--- src/rtl/agh_pwm_csr_if.sv ---
// Avalon-MM slave bundle for agh_pwm_csr: the master drives requests, the slave returns data and strobes.
interface agh_pwm_csr_if #(
    parameter int ADDR_W = 12
);
    logic              avalon_mm_slave_waitrequest;
    logic [1:0]        avalon_mm_slave_response;
    logic              avalon_mm_slave_readdatavalid;
    logic              avalon_mm_slave_writeresponsevalid;
    logic [31:0]       avalon_mm_slave_readdata;
    logic [ADDR_W-1:0] avalon_mm_slave_address;
    logic              avalon_mm_slave_read;
    logic              avalon_mm_slave_write;
    logic [3:0]        avalon_mm_slave_byteenable;
    logic [31:0]       avalon_mm_slave_writedata;

    modport master (
        input  avalon_mm_slave_waitrequest, avalon_mm_slave_response,
               avalon_mm_slave_readdatavalid, avalon_mm_slave_writeresponsevalid,
               avalon_mm_slave_readdata,
        output avalon_mm_slave_address, avalon_mm_slave_read, avalon_mm_slave_write,
               avalon_mm_slave_byteenable, avalon_mm_slave_writedata
    );

    modport slave (
        output avalon_mm_slave_waitrequest, avalon_mm_slave_response,
               avalon_mm_slave_readdatavalid, avalon_mm_slave_writeresponsevalid,
               avalon_mm_slave_readdata,
        input  avalon_mm_slave_address, avalon_mm_slave_read, avalon_mm_slave_write,
               avalon_mm_slave_byteenable, avalon_mm_slave_writedata
    );
endinterface

--- src/rtl/agh_pwm_csr.sv ---
// Multi-channel PWM with double-buffered duty registers behind an Avalon-MM slave.
// Optional macro AGH_PWM_IRQ_EN adds CTRL.IE and a registered period-end interrupt.
module agh_pwm_csr #(
    parameter int CHANNELS = 8,
    parameter int CNT_W    = 8,
    parameter int ADDR_W   = 12
) (
    input  logic                clk,
    input  logic                rst_n,
    agh_pwm_csr_if.slave        s,
    output logic [CHANNELS-1:0] pwm_out,
    output logic                irq
);
    localparam int WW = ADDR_W - 2;

    logic                en_q;
    logic                ie;
    logic [15:0]         prescale_q;
    logic [CNT_W-1:0]    period_q;
    logic                pend_q, pend_d;
    logic [CNT_W-1:0]    shadow_q [CHANNELS];
    logic [CNT_W-1:0]    active_q [CHANNELS];
    logic [15:0]         psc_q, psc_d;
    logic [CNT_W-1:0]    cnt_q, cnt_d;
    logic [CHANNELS-1:0] pwm_q;
    logic                tick, wrap;

    logic                rd_vld_s1_q;
    logic [WW-1:0]       rd_word_s1_q;
    logic                rd_vld_q;
    logic [31:0]         rdata_q, rdata_d;
    logic                wr_resp_q;

    logic [WW-1:0]       bus_word;
    logic                rd_req, wr_req, ctrl_wr, status_w1c;
    logic [31:0]         wr_cur, wr_merged;
    logic                unused_bits;

    assign bus_word   = s.avalon_mm_slave_address[ADDR_W-1:2];
    assign wr_req     = s.avalon_mm_slave_write;
    // An illegal simultaneous read+write performs the write only.
    assign rd_req     = s.avalon_mm_slave_read & ~s.avalon_mm_slave_write;
    assign ctrl_wr    = wr_req && (bus_word == WW'(0));
    assign status_w1c = wr_req && (bus_word == WW'(3)) &&
                        s.avalon_mm_slave_byteenable[0] && s.avalon_mm_slave_writedata[0];

    function automatic logic [31:0] reg_read(input logic [WW-1:0] w);
        logic [31:0] r;
        r = '0;
        case (w)
            WW'(0): r = {30'd0, ie, en_q};
            WW'(1): r = {16'd0, prescale_q};
            WW'(2): r[CNT_W-1:0] = period_q;
            WW'(3): r = {31'd0, pend_q};
            default: begin
                for (int i = 0; i < CHANNELS; i++) begin
                    if (w == WW'(4 + i)) r[CNT_W-1:0] = shadow_q[i];
                end
            end
        endcase
        return r;
    endfunction

    // Byte-lane merge of write data over the current register contents.
    always_comb begin
        // NOTE: every always_comb output gets a default first so no latch is inferred.
        wr_cur    = reg_read(bus_word);
        wr_merged = wr_cur;
        for (int b = 0; b < 4; b++) begin
            if (s.avalon_mm_slave_byteenable[b]) wr_merged[8*b +: 8] = s.avalon_mm_slave_writedata[8*b +: 8];
        end
    end

    always_ff @(posedge clk or negedge rst_n) begin
        // NOTE: sequential state uses non-blocking assignments only, so all flops see pre-edge values.
        if (!rst_n) begin
            en_q       <= 1'b0;
            prescale_q <= '0;
            period_q   <= '1;
            // NOTE: the duty array is reset like any other register: its reset value is software-visible.
            for (int i = 0; i < CHANNELS; i++) shadow_q[i] <= '0;
        end else if (wr_req) begin
            if (ctrl_wr)                 en_q       <= wr_merged[0];
            if (bus_word == WW'(1))      prescale_q <= wr_merged[15:0];
            if (bus_word == WW'(2))      period_q   <= wr_merged[CNT_W-1:0];
            for (int i = 0; i < CHANNELS; i++) begin
                if (bus_word == WW'(4 + i)) shadow_q[i] <= wr_merged[CNT_W-1:0];
            end
        end
    end

    assign tick = en_q && (psc_q == prescale_q);
    assign wrap = tick && (cnt_q >= period_q);

    always_comb begin
        psc_d  = psc_q + 16'd1;
        cnt_d  = cnt_q;
        pend_d = wrap | (pend_q & ~status_w1c);
        if (!en_q) begin
            psc_d = '0;
            cnt_d = '0;
        end else if (tick) begin
            psc_d = '0;
            cnt_d = wrap ? '0 : cnt_q + CNT_W'(1);
        end
    end

    always_ff @(posedge clk or negedge rst_n) begin
        if (!rst_n) begin
            psc_q  <= '0;
            cnt_q  <= '0;
            pend_q <= 1'b0;
            pwm_q  <= '0;
            for (int i = 0; i < CHANNELS; i++) active_q[i] <= '0;
        end else begin
            psc_q  <= psc_d;
            cnt_q  <= cnt_d;
            pend_q <= pend_d;
            for (int i = 0; i < CHANNELS; i++) begin
                // Active duty tracks its shadow while idle, otherwise only at the period boundary.
                if (!en_q || wrap) active_q[i] <= shadow_q[i];
                pwm_q[i] <= en_q && (cnt_q < active_q[i]);
            end
        end
    end

    assign rdata_d = reg_read(rd_word_s1_q);

    always_ff @(posedge clk or negedge rst_n) begin
        if (!rst_n) begin
            rd_vld_s1_q  <= 1'b0;
            rd_word_s1_q <= '0;
            rd_vld_q     <= 1'b0;
            rdata_q      <= '0;
            wr_resp_q    <= 1'b0;
        end else begin
            rd_vld_s1_q  <= rd_req;
            rd_word_s1_q <= bus_word;
            rd_vld_q     <= rd_vld_s1_q;
            rdata_q      <= rd_vld_s1_q ? rdata_d : '0;
            wr_resp_q    <= wr_req;
        end
    end

`ifdef AGH_PWM_IRQ_EN
    logic ie_q, irq_q;

    always_ff @(posedge clk or negedge rst_n) begin
        if (!rst_n) begin
            ie_q  <= 1'b0;
            irq_q <= 1'b0;
        end else begin
            if (ctrl_wr) ie_q <= wr_merged[1];
            irq_q <= pend_q & ie_q;
        end
    end

    assign ie  = ie_q;
    assign irq = irq_q;
`else
    assign ie  = 1'b0;
    assign irq = 1'b0;
`endif

    assign s.avalon_mm_slave_waitrequest        = 1'b0;
    assign s.avalon_mm_slave_response           = 2'b00;
    assign s.avalon_mm_slave_readdatavalid      = rd_vld_q;
    assign s.avalon_mm_slave_writeresponsevalid = wr_resp_q;
    assign s.avalon_mm_slave_readdata           = rdata_q;
    assign pwm_out                              = pwm_q;

    assign unused_bits = ^{s.avalon_mm_slave_address[1:0], wr_merged[31:16], wr_merged[1], wr_cur[0]};
endmodule
--- src/flat_wrapper.sv ---
// flat-port wrapper written by rule: the top's interface ports become plain ports
module agh_pwm_csr_flat 
#(
    parameter int CHANNELS = 8,
    parameter int CNT_W    = 8,
    parameter int ADDR_W   = 12
)
  (clk, rst_n, pwm_out, irq, s_avalon_mm_slave_waitrequest, s_avalon_mm_slave_response, s_avalon_mm_slave_readdatavalid, s_avalon_mm_slave_writeresponsevalid, s_avalon_mm_slave_readdata, s_avalon_mm_slave_address, s_avalon_mm_slave_read, s_avalon_mm_slave_write, s_avalon_mm_slave_byteenable, s_avalon_mm_slave_writedata);
  agh_pwm_csr_if #(.ADDR_W(ADDR_W)) s_i ();
  input  logic clk;
  input  logic rst_n;
  output logic [CHANNELS-1:0] pwm_out;
  output logic irq;
  output wire logic [$bits(s_i.avalon_mm_slave_waitrequest)-1:0] s_avalon_mm_slave_waitrequest;
  output wire logic [$bits(s_i.avalon_mm_slave_response)-1:0] s_avalon_mm_slave_response;
  output wire logic [$bits(s_i.avalon_mm_slave_readdatavalid)-1:0] s_avalon_mm_slave_readdatavalid;
  output wire logic [$bits(s_i.avalon_mm_slave_writeresponsevalid)-1:0] s_avalon_mm_slave_writeresponsevalid;
  output wire logic [$bits(s_i.avalon_mm_slave_readdata)-1:0] s_avalon_mm_slave_readdata;
  input wire logic [$bits(s_i.avalon_mm_slave_address)-1:0] s_avalon_mm_slave_address;
  input wire logic [$bits(s_i.avalon_mm_slave_read)-1:0] s_avalon_mm_slave_read;
  input wire logic [$bits(s_i.avalon_mm_slave_write)-1:0] s_avalon_mm_slave_write;
  input wire logic [$bits(s_i.avalon_mm_slave_byteenable)-1:0] s_avalon_mm_slave_byteenable;
  input wire logic [$bits(s_i.avalon_mm_slave_writedata)-1:0] s_avalon_mm_slave_writedata;
  assign s_avalon_mm_slave_waitrequest = s_i.avalon_mm_slave_waitrequest;
  assign s_avalon_mm_slave_response = s_i.avalon_mm_slave_response;
  assign s_avalon_mm_slave_readdatavalid = s_i.avalon_mm_slave_readdatavalid;
  assign s_avalon_mm_slave_writeresponsevalid = s_i.avalon_mm_slave_writeresponsevalid;
  assign s_avalon_mm_slave_readdata = s_i.avalon_mm_slave_readdata;
  assign s_i.avalon_mm_slave_address = s_avalon_mm_slave_address;
  assign s_i.avalon_mm_slave_read = s_avalon_mm_slave_read;
  assign s_i.avalon_mm_slave_write = s_avalon_mm_slave_write;
  assign s_i.avalon_mm_slave_byteenable = s_avalon_mm_slave_byteenable;
  assign s_i.avalon_mm_slave_writedata = s_avalon_mm_slave_writedata;
  agh_pwm_csr #(.CHANNELS(CHANNELS), .CNT_W(CNT_W), .ADDR_W(ADDR_W)) u_core (.clk(clk), .rst_n(rst_n), .s(s_i), .pwm_out(pwm_out), .irq(irq));
endmodule
--- config.mk ---
export PLATFORM = sky130hd
export DESIGN_NAME = agh_pwm_csr_flat
export DESIGN_NICKNAME = d
export VERILOG_FILES = /design/src/rtl/agh_pwm_csr_if.sv /design/src/rtl/agh_pwm_csr.sv /design/src/flat_wrapper.sv
export SDC_FILE = /design/constraint.sdc
export NUM_CORES = 1
export LEC_CHECK = 0
export ABC_AREA = 0
export ABC_CLOCK_PERIOD_IN_PS = 3700
export CELL_PAD_IN_SITES_DETAIL_PLACEMENT = 0
export CELL_PAD_IN_SITES_GLOBAL_PLACEMENT = 2
export CORE_MARGIN = 3
export CORE_UTILIZATION = 24
export CTS_CLUSTER_SIZE = 28
export DETAILED_ROUTE_END_ITERATION = 7
export PLACE_DENSITY_LB_ADDON = 0.1
export SETUP_SLACK_MARGIN = 0.4
export SLEW_MARGIN = 40
export SYNTH_ARGS = -nofsm -noshare
export SYNTH_HDL_FRONTEND = slang
export SYNTH_SLANG_ARGS = --single-unit
export TNS_END_PERCENT = 1
--- constraint.sdc ---
create_clock -name clk -period 3.7 [get_ports clk]
set_clock_uncertainty 0.2 [all_clocks]
set_input_delay 0.74 -clock clk [delete_from_list [all_inputs] [get_ports clk]]
set_output_delay 0.74 -clock clk [all_outputs]
set_load 0.03 [all_outputs]
# Word-level counts from Yosys, hierarchy flattened

Cells that the tools add are included.

Register bits: 231
Input bits: 52
Output and inout bits: 46
Logic and storage cells: 126

Add/subtract/negate cells: 2
Magnitude comparators: 9
Equality and inequality tests: 24
Muxes and demuxes: 27
Bitwise operators: 5
Reductions and logical operators: 30

Operators by type and width:

| operator                                              | count |
|---|---|
| two-way mux 8 bit                                     | 22 |
| equality test 10 x 3 -> 1 bit (second input constant) | 8 |
| equality test 10 x 4 -> 1 bit (second input constant) | 8 |
| less-than comparator 8 bit                            | 8 |
| case mux 8 bit (4 select lines)                       | 2 |
| two-way mux 16 bit                                    | 3 |
| equality test 10 x 2 -> 1 bit (second input constant) | 4 |
| AND reduction 2 bit                                   | 11 |
| equality test 10 x 1 -> 1 bit (second input constant) | 2 |
| logical NOT 10 bit                                    | 2 |
| adder 16 x 1 -> 16 bit (second input constant)        | 1 |
| equality test 16 bit                                  | 1 |
| logical AND 1 bit                                     | 14 |
| adder 8 x 1 -> 8 bit (second input constant)          | 1 |
| greater-or-equal comparator 8 bit                     | 1 |
| AND reduction 3 bit                                   | 1 |
| bitwise AND 1 bit                                     | 2 |
| != test 2 bit (second input constant)                 | 1 |
| NOT 1 bit                                             | 2 |
| logical NOT 1 bit                                     | 1 |
| logical OR 1 bit                                      | 1 |
| bitwise OR 1 bit                                      | 1 |

# Logic depth before layout (Yosys ltp)

Depth after elaboration: 11
Mapped depth: 11
Mapped depth without buffers: 8

# Worst setup path after synthesis

OpenSTA, ideal clock, no wires.

Kind: input -> register
Start: input port s_avalon_mm_slave_address[11]
End: register u_core.shadow_q[48] (netlist bit)
Library setup time: 125 ps
Data arrival time: 2,317 ps
Required time: 3,375 ps
Setup slack: 1,058 ps
Cell stages on the path: 6
Buffers on the path: 1
Path through: or4_4 nor2_2 buf_4 nand4_4 nor2_1 mux2_2

Word-level cells in the longest chain between the ends: 11
Elaborated cells between the ends (all ways): 23
Those cells by class: eq/ne (11); mux (10); reduce/logical (2)

Ends and longest elaborated chain:

| element                         | RTL line           | source |
|---|---|---|
| start, declared                 | flat_wrapper.sv:19 | `input wire logic [$bits(s_i.avalon_mm_slave_address)-1:0] s_avalon_mm_slave_address;` |
| equality test 10 x 3 -> 1 bit   | agh_pwm_csr.sv:57  | `if (w == WW'(4 + i)) r[CNT_W-1:0] = shadow_q[i];` |
| two-way mux 8 bit (8 in series) | agh_pwm_csr.sv:57  |  |
| case mux 8 bit (4 select lines) | agh_pwm_csr.sv:50  | `case (w)` |
| two-way mux 8 bit               | agh_pwm_csr.sv:70  | `if (s.avalon_mm_slave_byteenable[b]) wr_merged[8*b +: 8] = s.avalon_mm_slave_writedata[8*b +: 8];` |
| end signal, assigned by index   | agh_pwm_csr.sv:87  | `if (bus_word == WW'(4 + i)) shadow_q[i] <= wr_merged[CNT_W-1:0];` |
| end, declared                   | agh_pwm_csr.sv:21  | `logic [CNT_W-1:0] shadow_q [CHANNELS];` |

Parallel ways exist; a longest one is shown, timed or not.
A chain may end at the register's enable or synchronous reset.

# Final worst setup path

Start: input port s_avalon_mm_slave_address[3]
End: register u_core.shadow_q[15] (netlist bit)

Same word-level chain as after synthesis.

==> impl_metrics.csv <==
group,metric,value,unit
setup_path,start_kind,"input pin",
cells_and_area,utilization,29.4,%
sta,period_minus_slack,2.95,ns
setup_path,regToRegStartpoint,"u_core.prescale_q[0]",
routing,drt_iter0_markers,495,
logic_synthesis,ys_seq_area_share,45.7,%
sta,report.final.slew_viol_count,0,
sta,hold_violations,0,
logic_synthesis,synthTopCellsByArea,"dfrtp_1 44%, ha_1 7.0%, o21ai_0 4.3%",
cells_and_area,nFillCells,5123,
setup_path,r2r-end,"u_core.active_q[32]",
logic_synthesis,synth_warnings,0,
logic_synthesis,netlist_area,11800,um^2
global_route,grt_max_degree,126,
place,gp_congestion,0.772,
clocking,clk_latency,0.56,ns
sta,finalSetupViolCount,0,
logic_synthesis,avgSynthCellArea,9.93,um^2
place,dpl.hpwl,29400,um
floorplan,die-area,51900,um^2
status,outcome,"finished clean",
sta,tns,0,ns
global_route,top_usage_layer,"met1",
routing,wl_per_cell,20.5,um
sta,maxSlewHeadroom,46.5,%
setup_path,critPathArrivalTime,3.18,ns
clocking,cts_buffers,28,
cells_and_area,regArea,5390,um^2
floorplan,die_h,228,um
run,cap_violations,0,
floorplan,die-width,228,um
setup_path,ff2ff_path_depth,6,
logic_synthesis,synth_top_area_cell,"dfrtp_1",
pwr,p_leak,6.08,nW
logic_synthesis,netlist-cell-type-count,66,
cells_and_area,syn2layout_area_growth,20.1,%
cells_and_area,fin_nets,1388,
global_route,grt_pass1_wl,60300,um
global_route,use_met1,23.3,%
pwr,pwr-share-clk,49.3,%
cells_and_area,num_antenna_cells,0,
global_route,antenna_found_initial,0,
clocking,htree_levels,1,
floorplan,rows,80,
clocking,postCtsSetupBuffers,0,
logic_synthesis,synth_cells,1189,
global_route,grt_pass1_vias,8907,
logic_synthesis,netlist.area_leader.share,43.9,%
pwr,p_seq_share,43.6,%
pwr,power_switching,1.42,mW
routing,ant_nets,0,
routing,wirelength,39900,um
global_route,grtUsageMet3,1.95,%
min_path,hold_depth,1,
pwr,switching_share,25.3,%
pwr,comb_power_share,7.1,%
logic_synthesis,synth_commonest_cells,"207 x dfrtp_1, 129 x nor2_1, 111 x nand2_1",
place,dp.cells,1895,
min_path,hold_class,"flip-flop to flip-flop",
place,placed_area,13200,um^2
routing,vias,8648,
sta,tightest_slew,0.801,ns
routing,vias_per_cell,4.44,
clocking,cts.sinks,215,
floorplan,initial_core_util,24.5,%
logic_synthesis,synth_flop_cell,"dfrtp_1",
logic_synthesis,yosys.cell_count.top_type,"dfrtp_1",
logic_synthesis,synth-seq-cells,215,
logic_synthesis,synth_edf_count,0,
logic_synthesis,ys_async_sr_fraction,100,%
setup_path,endpoint_kind,"flip-flop",
pwr,p_int,4.19,mW
min_path,hp-start,"u_core.active_q[0]",
cells_and_area,stdcell_count,1948,
global_route,grt.total_usage,15.3,%
sta,max_freq,0.339,GHz
sta,rsz0062_at_grt,"false",
cells_and_area,drive_gt1_share,17.2,%
clocking,path_clk_slew,0.06,ns
clocking,cts_root_buf,"clkbuf_16",
pwr,vdd_ir_drop_max,0.000310,V
setup_path,worstPathMaxFanout,8,
setup_path,r2r_setup_slack,0.76,ns
min_path,min_to,"u_core.active_q[0]",
place,numPortBuffers,57,
routing,drt_first_pass_iters,5,
floorplan,ios,98,
sta,post-route-period-util,79.8,%
clocking,clk_path_buf_depth,3,
setup_path,criticalPathCategory,"input pin to flip-flop",
routing,drc,0,
pwr,powerDensity,395,nW/um^2
global_route,overflow,0,
cells_and_area,multiInputGateArea,5670,um^2
clocking,cts_tree,"yes",
setup_path,cp.required,3.92,ns
global_route,met2_usage,23.2,%
floorplan,core,48100,um^2
cells_and_area,finalInstanceArea,14200,um^2
registers in the layout, summed over array words and instances, names as in the netlist:
| name | flops |
|---|---|
| u_core.active_q | 64 |
| u_core.cnt_q | 8 |
| u_core.en_q | 1 |
| u_core.pend_q | 1 |
| u_core.period_q | 8 |
| u_core.prescale_q | 16 |
| u_core.psc_q | 16 |
| u_core.pwm_out | 8 |
| u_core.rd_vld_s1_q | 1 |
| u_core.rd_word_s1_q | 10 |
| u_core.s.avalon_mm_slave_readdata | 16 |
| u_core.s.avalon_mm_slave_readdatavalid | 1 |
| u_core.s.avalon_mm_slave_writeresponsevalid | 1 |
| u_core.shadow_q | 64 |
worst max-delay path, stage by stage:
cell	delay, ns
clkdlybuf4s50_1	0.62
nor2b_1	0.09
and4b_1	0.32
a222oi_1	0.60
and3_1	0.69
a21oi_2	0.12
power by group through the flow:
| stage | sequential [mW] | clock, mW | combinational (mW) |
|---|---|---|---|
| after floorplan | 2.46 | 0 | 0.237 |
| after global placement | 2.49 | 0 | 0.405 |
| after detailed placement | 2.49 | 0 | 0.404 |
| after CTS | 2.44 | 2.89 | 0.407 |
| after global routing | 2.45 | 2.97 | 0.444 |
| final | 2.45 | 2.76 | 0.396 |
cell families after synthesis:
group / share of synthesized area (%)
AOI/OAI and AO/OA: 17.7
xor gates and xnor gates: 2.30
adders and majority gates: 7.00
buffers and inverters: 7.01
DFF: 45.7
muxes: 5.63
other: 0.0318
and+or+nand+nor: 14.7
how the worst max path moves through the flow:
stage,startpoint,slack (ns),cells past startpoint,end
4_1_cts,s_avalon_mm_slave_address[9],0.70,7,u_core.shadow_q[20]
3_5_place_dp,s_avalon_mm_slave_address[9],0.10,7,u_core.shadow_q[4]
5_1_grt,u_core.prescale_q[0],0.55,6,u_core.active_q[32]
3_3_place_gp,s_avalon_mm_slave_address[5],0.13,6,u_core.shadow_q[4]
6_report,s_avalon_mm_slave_address[3],0.75,6,u_core.shadow_q[15]
2_1_floorplan,s_avalon_mm_slave_address[11],1.06,6,u_core.shadow_q[48]
cell usage in the layout (no fill, tap or decap), types with 9 or more instances in the layout:
cell	synthesis	final
a21o_1	25	25
a21oi_1	29	29
a21oi_2	56	56
a22oi_1	9	9
and2_1	12	12
and3_1	12	12
buf_4	33	50
clkbuf_16	0	28
clkbuf_8	0	10
clkdlybuf4s50_1	0	55
conb_1	1	20
dfrtp_1	207	207
ha_1	66	66
inv_1	79	79
mux2_2	22	22
mux2i_1	9	9
mux4_2	12	12
nand2_1	111	111
nand2b_1	14	14
nand3_1	14	14
nor2_1	129	129
nor2b_1	18	18
o211ai_1	14	14
o21ai_0	101	101
o21ai_1	21	21
o2bb2ai_1	13	13
xor2_1	25	25
per-stage QoR:
step	hold WS, ns	setup WS [ns]	total power [mW]
4_1_cts	0.294	0.699	5.74
3_5_place_dp	0.280	0.104	2.89
3_3_place_gp	0.273	0.126	2.89
5_1_grt	0.315	0.548	5.87
2_1_floorplan	0.152	1.06	2.70
6_report	0.290	0.748	5.61
timing repair:
action,4_1_cts,5_1_grt
hold endpoints to repair,1,0
hold buffers,1,0
gates resized for setup,0,0
cell type report:
type / count / area share, %
clock buffer: 40 / 5.97
multi-input combinational: 833 / 40.0
sequential: 215 / 38.0
timing repair buffer: 113 / 7.45
clock inverter: 12 / 0.715
tap: 656 / 5.79
inverter: 79 / 2.09
metal layers:
layer	up-vias	wire, um	share of wire [%]
met5	-	0	0
met4	0	889	2.2
met3	45	1130	2.8
met2	119	17200	43
met1	4230	20700	52
li1	4254	-	-
(Power assumes the default switching activity.)
